File: config.mk
export PLATFORM = sky130hd
export DESIGN_NAME = csr_access_seq_flat
export DESIGN_NICKNAME = d
export VERILOG_FILES = /design/src/rtl/csr_access_seq_if.sv /design/src/rtl/csr_access_seq.sv /design/src/flat_wrapper.sv
export SDC_FILE = /design/constraint.sdc
export NUM_CORES = 1
export LEC_CHECK = 0
export CORE_ASPECT_RATIO = 1.75
export CORE_MARGIN = 8
export CORE_UTILIZATION = 36
export DETAILED_ROUTE_END_ITERATION = 12
export DONT_BUFFER_PORTS = 1
export SETUP_SLACK_MARGIN = 0.05
export SLEW_MARGIN = 10
export SYNTH_ARGS = -nofsm -noshare
export SYNTH_HDL_FRONTEND = slang
export SYNTH_SLANG_ARGS = --single-unit
File: constraint.sdc
create_clock -name clk -period 3.3 [get_ports clk]
set_input_delay 0.33 -clock clk [delete_from_list [all_inputs] [get_ports clk]]
set_output_delay 0.33 -clock clk [all_outputs]
set_load 0.01 [all_outputs]
File: src/rtl/csr_access_seq_if.sv
`default_nettype none
// ============================================================================
// csr_access_seq_if : request/CSR-port/writeback bundle of the CSR sequencer
// Revision 1.0
// ============================================================================
interface csr_access_seq_if #(
  parameter int XLEN = 32
);
  logic            start;
  logic [2:0]      funct3;
  logic [11:0]     csr_addr;
  logic [4:0]      rs1_field;
  logic [4:0]      rd_idx;
  logic [XLEN-1:0] rs1_data;
  logic [1:0]      cpm;
  logic [XLEN-1:0] csr_rdata;
  logic [11:0]     csr_addr_o;
  logic            csr_wr;
  logic [XLEN-1:0] csr_wdata;
  logic            busy;
  logic            done;
  logic            rd_we;
  logic [XLEN-1:0] rd_data;
  logic            illegal;

  modport slave (
    input  start, funct3, csr_addr, rs1_field, rd_idx, rs1_data, cpm, csr_rdata,
    output csr_addr_o, csr_wr, csr_wdata, busy, done, rd_we, rd_data, illegal
  );

  modport master (
    output start, funct3, csr_addr, rs1_field, rd_idx, rs1_data, cpm, csr_rdata,
    input  csr_addr_o, csr_wr, csr_wdata, busy, done, rd_we, rd_data, illegal
  );
endinterface
`default_nettype wire

File: src/rtl/csr_access_seq.sv
`default_nettype none
// ============================================================================
// csr_access_seq : multi-cycle Zicsr read-modify-write sequencer
// Revision 1.0
// ============================================================================
module csr_access_seq #(
  parameter int XLEN = 32
) (
  input  wire logic         clk,
  input  wire logic         rst,
  csr_access_seq_if.slave   bus
);

  localparam logic [1:0] c_IDLE  = 2'd0;
  localparam logic [1:0] c_READ  = 2'd1;
  localparam logic [1:0] c_WRITE = 2'd2;
  localparam logic [1:0] c_DONE  = 2'd3;

  logic [1:0]      state_q, state_d;
  logic [2:0]      f3_q, f3_d;
  logic [11:0]     addr_q, addr_d;
  logic [4:0]      rs1f_q, rs1f_d;
  logic [4:0]      rd_q, rd_d;
  logic [XLEN-1:0] rs1d_q, rs1d_d;
  logic [1:0]      cpm_q, cpm_d;
  logic [XLEN-1:0] old_q, old_d;
  logic            illegal_q, illegal_d;

  logic [XLEN-1:0] w_src;
  logic            w_wi;
  logic            w_illegal;

  // Immediate forms use the rs1 field itself as a zero-extended uimm.
  assign w_src     = f3_q[2] ? {{(XLEN-5){1'b0}}, rs1f_q} : rs1d_q;
  assign w_wi      = (f3_q[1:0] == 2'b01) || (rs1f_q != 5'd0);
  assign w_illegal = (f3_q[1:0] == 2'b00) || (cpm_q < addr_q[9:8]) ||
                     ((addr_q[11:10] == 2'b11) && w_wi);

  always_ff @(posedge clk or posedge rst) begin
    if (rst) begin
      state_q   <= c_IDLE;
      f3_q      <= '0;
      addr_q    <= '0;
      rs1f_q    <= '0;
      rd_q      <= '0;
      rs1d_q    <= '0;
      cpm_q     <= '0;
      old_q     <= '0;
      illegal_q <= 1'b0;
    end else begin
      state_q   <= state_d;
      f3_q      <= f3_d;
      addr_q    <= addr_d;
      rs1f_q    <= rs1f_d;
      rd_q      <= rd_d;
      rs1d_q    <= rs1d_d;
      cpm_q     <= cpm_d;
      old_q     <= old_d;
      illegal_q <= illegal_d;
    end
  end

  always_comb begin
    state_d   = state_q;
    f3_d      = f3_q;
    addr_d    = addr_q;
    rs1f_d    = rs1f_q;
    rd_d      = rd_q;
    rs1d_d    = rs1d_q;
    cpm_d     = cpm_q;
    old_d     = old_q;
    illegal_d = illegal_q;
    case (state_q)
      c_IDLE: begin
        if (bus.start) begin
          f3_d    = bus.funct3;
          addr_d  = bus.csr_addr;
          rs1f_d  = bus.rs1_field;
          rd_d    = bus.rd_idx;
          rs1d_d  = bus.rs1_data;
          cpm_d   = bus.cpm;
          state_d = c_READ;
        end
      end
      c_READ: begin
        old_d     = bus.csr_rdata;
        illegal_d = w_illegal;
        state_d   = (!w_illegal && w_wi) ? c_WRITE : c_DONE;
      end
      c_WRITE: state_d = c_DONE;
      c_DONE:  state_d = c_IDLE;
      default: state_d = c_IDLE;
    endcase
  end

  always_comb begin
    bus.csr_addr_o = addr_q;
    bus.csr_wr     = (state_q == c_WRITE);
    bus.csr_wdata  = '0;
    if (state_q == c_WRITE) begin
      case (f3_q[1:0])
        2'b01:   bus.csr_wdata = w_src;
        2'b10:   bus.csr_wdata = old_q | w_src;
        2'b11:   bus.csr_wdata = old_q & ~w_src;
        default: bus.csr_wdata = '0;
      endcase
    end
    bus.busy    = (state_q != c_IDLE);
    bus.done    = (state_q == c_DONE);
    bus.rd_we   = (state_q == c_DONE) && !illegal_q && (rd_q != 5'd0);
    bus.rd_data = (state_q == c_DONE) ? old_q : '0;
    bus.illegal = (state_q == c_DONE) && illegal_q;
  end

endmodule
`default_nettype wire

File: src/flat_wrapper.sv
// flat-port wrapper written by rule: the top's interface ports become plain ports
module csr_access_seq_flat 
#(
  parameter int XLEN = 32
)
  (clk, rst, bus_start, bus_funct3, bus_csr_addr, bus_rs1_field, bus_rd_idx, bus_rs1_data, bus_cpm, bus_csr_rdata, bus_csr_addr_o, bus_csr_wr, bus_csr_wdata, bus_busy, bus_done, bus_rd_we, bus_rd_data, bus_illegal);
  csr_access_seq_if #(.XLEN(XLEN)) bus_i ();
  input  wire logic clk;
  input  wire logic rst;
  input wire logic [$bits(bus_i.start)-1:0] bus_start;
  input wire logic [$bits(bus_i.funct3)-1:0] bus_funct3;
  input wire logic [$bits(bus_i.csr_addr)-1:0] bus_csr_addr;
  input wire logic [$bits(bus_i.rs1_field)-1:0] bus_rs1_field;
  input wire logic [$bits(bus_i.rd_idx)-1:0] bus_rd_idx;
  input wire logic [$bits(bus_i.rs1_data)-1:0] bus_rs1_data;
  input wire logic [$bits(bus_i.cpm)-1:0] bus_cpm;
  input wire logic [$bits(bus_i.csr_rdata)-1:0] bus_csr_rdata;
  output wire logic [$bits(bus_i.csr_addr_o)-1:0] bus_csr_addr_o;
  output wire logic [$bits(bus_i.csr_wr)-1:0] bus_csr_wr;
  output wire logic [$bits(bus_i.csr_wdata)-1:0] bus_csr_wdata;
  output wire logic [$bits(bus_i.busy)-1:0] bus_busy;
  output wire logic [$bits(bus_i.done)-1:0] bus_done;
  output wire logic [$bits(bus_i.rd_we)-1:0] bus_rd_we;
  output wire logic [$bits(bus_i.rd_data)-1:0] bus_rd_data;
  output wire logic [$bits(bus_i.illegal)-1:0] bus_illegal;
  assign bus_i.start = bus_start;
  assign bus_i.funct3 = bus_funct3;
  assign bus_i.csr_addr = bus_csr_addr;
  assign bus_i.rs1_field = bus_rs1_field;
  assign bus_i.rd_idx = bus_rd_idx;
  assign bus_i.rs1_data = bus_rs1_data;
  assign bus_i.cpm = bus_cpm;
  assign bus_i.csr_rdata = bus_csr_rdata;
  assign bus_csr_addr_o = bus_i.csr_addr_o;
  assign bus_csr_wr = bus_i.csr_wr;
  assign bus_csr_wdata = bus_i.csr_wdata;
  assign bus_busy = bus_i.busy;
  assign bus_done = bus_i.done;
  assign bus_rd_we = bus_i.rd_we;
  assign bus_rd_data = bus_i.rd_data;
  assign bus_illegal = bus_i.illegal;
  csr_access_seq #(.XLEN(XLEN)) u_core (.clk(clk), .rst(rst), .bus(bus_i));
endmodule
==> run summary <==
Placed inst area: 5140 um^2
Critical Path Source: u_core.state_q[0]
DRT iter0 DRCs: 100
Synth Area in Adders: 0.0152
Placer Congestion: 0.834
Max Root-Sink Buffers: 2
Leading area contributor after synthesis: dfrtp_1
Worst r2r dst: u_core.rs1d_q[11]
Maximum VDD drop: 479 uV
Crit path max fanout: 17
WL/cell: 20.9 um
Vias in the first global route: 3574
Largest family of logic cells by synthesized area: multiplexers
Final period util: 0.793
Final Hold Fails: 0
Vias/cell: 5.25
Crit end category: output port
Ports: 175
Port Buffers: 0
Req. time, crit path: 2.97 ns
Max-cap violations: 0
Top-count cell post-synth: dfrtp_1
Leak: 2.39 nW
Fillers: 1355
HP Class: input port to async pin
Clock Latency Late Sink: 0.33 ns
Max Clock Skew: 0.0101 ns
Yosys warns: 0
Layout cells sized above 1: 0.237
Vias: 3332
Number of synthesized flops with an enable pin: 0
NumNets Final: 555
RSZ-0062 raised after global routing: false
Design Power: 0.00592 W
Worst R2R Start: u_core.state_q[0]
R2R depth: 5
Asr flop ratio synth: 1.00
Pin count of the biggest net entering global routing: 76
Slew of the pin with the lowest slew margin: 0.943 ns
CP arrival: 2.29 ns
Post-CTS setup repair buffer count: 0
CTS sink count: 94
Placeable Area: 13500 um^2
Fmax: 382 MHz
CTS buffer count: 9
Initial antenna violation count: 1
Post-synthesis compound-gate area fraction: 0.0923
Seq cells post-synth: 94
Top cell type's share of synthesized area: 0.475
CTS H-tree lvls: 3
Drt drc: 0
Minimum clock period: 2.62 ns
Mapped Nets: 560
Hold_buf cts: 0
Worst slew margin: 0.372
CTS tree: built
Syn avg cell area: 10.8 um^2
Syn Inst Count: 460
Synth Flop Type: dfrtp_1
Netlist cell types: 32
Seq/Total Area, Yosys: 0.475
Global-route usage over all layers: 0.146
Synth cell count leaders: 94 x dfrtp_1, 70 x mux2_2, 38 x nand2_1, 33 x and2_1, 27 x nor2b_1
Post-synthesis mux area share: 0.212
Global-route wire length before repair: 20300 um
Die Width: 105 um
Status: complete, no violations
Die Height: 171 um
Number of placement rows: 56
Top cells by area in the synthesized netlist: dfrtp_1 48%, mux2_2 16%, mux2i_1 5.3%, and2_1 4.2%, nor2b_1 3.4%
Total Die Area: 17900 um^2
Layout Area Growth over Synthesis: 10.2%
Final setup viols: 0
Post-Route WL: 13300 um
Final setup TNS: 0 ns
Synthesized area: 4950 um^2
Pre-antenna DRT Iters: 4
Post-DP HPWL: 9850 um
Detail Route Antenna Nets: 0
Initial core utilization: 0.368
Post-CTS sizing: 0
Pwr per Cell Area: 1090 nW/um^2
Nature of the critical path startpoint: flop
Post-Synth Simple-Gate Area: 0.154
CP endpoint: bus_csr_wdata[0]
Post-synthesis xor/xnor area fraction: 0
Root buffer cell: clkbuf_16
Clock Pin Slew Worst Setup and Hold Paths: 0.07 ns
Crit Path Category: flop to output port
Core Util, Final: 0.405
Final instance area: 5450 um^2
Final Max Slew Viols: 0
GRT overflow: 0
FF-to-FF setup slack: 1.21 ns
state kept, by name (all words and copies together), names as in the netlist:
register and count:
u_core.illegal_q 1, u_core.rd_q 5, u_core.bus.csr_addr_o 12, u_core.f3_q 3
u_core.cpm_q 2, u_core.rs1f_q 5, u_core.state_q 2, u_core.old_q 32
u_core.rs1d_q 32
cell usage in the layout, fill, tap and decap left out, types with 5 or more instances in the layout:
master     count
inv_1         25
nand2_1       37
o21ai_0       22
a21oi_1        8
nor2_1         8
and2_1        33
dfrtp_1       94
nand2b_1      22
clkbuf_16      9
o22ai_1        5
mux2_2        70
o211ai_1       6
buf_4         14
a22oi_1       21
a21boi_1       6
ha_1           5
nor2b_1       27
mux2i_1       26
report_power, final:
| group | switching, W | internal, W |
|---|---|---|
| clock network | 0.000445 | 0.000612 |
| registers | 0.000419 | 0.00175 |
| logic | 0.00147 | 0.00122 |
layout make-up:
type | instances | area, um^2 | share of cell area
Tap cell | 174 | 218 | 0.0399
Timing Repair Buffer | 15 | 125 | 0.0230
Antenna cell | 1 | 2.50 | 0.000459
Sequential cell | 94 | 2350 | 0.432
Inverter | 26 | 100 | 0.0184
Multi-Input combinational cell | 309 | 2350 | 0.430
Clock buffer | 10 | 239 | 0.0438
Clock inverter | 6 | 67.6 | 0.0124
worst max-delay path, stage by stage (launching register included):
cell and delay [ns]:
dfrtp_1 0.43, inv_1 0.16, ha_1 0.65, nand2_1 0.32, o22ai_1 0.40
logic make-up after synthesis:
kind of cell / count (synthesis)
fa+ha+maj: 6
flops: 94
simple gates: 136
buf+inv: 57
mux: 96
compound gates: 71
metrics by stage:
step | hold slack, ns | worst slack (ns) | std cells
3_3_place_gp | 0.456 | 1.02 | 618
3_5_place_dp | 0.461 | 0.947 | 618
6_report | 0.0730 | 0.682 | 635
4_1_cts | 0.103 | 0.579 | 634
2_1_floorplan | 0.451 | 0.521 | 460
5_1_grt | 0.105 | 0.469 | 635
worst min path at each step:
stage,slack (ns),end,startpoint,depth (start not counted)
after floorplan,0.45,u_core.old_q[10],bus_csr_rdata[10],2
after global placement,0.46,u_core.old_q[21],bus_csr_rdata[21],2
after detailed placement,0.46,u_core.old_q[22],bus_csr_rdata[22],2
after CTS,0.10,u_core.old_q[10],bus_csr_rdata[10],2
after global routing,0.10,u_core.old_q[6],bus_csr_rdata[6],2
final,0.07,u_core.rs1d_q[3],rst,1
metal layers:
metal | part of all wire | vias to the layer above | GRT usage
met5 | 0 | - | 0
met4 | 0.034 | 0 | 0.0737
met3 | 0.062 | 21 | 0.0426
met2 | 0.55 | 122 | 0.271
met1 | 0.35 | 1647 | 0.146
li1 | - | 1542 | -
Note: power is estimated with default switching activity, not from simulation.
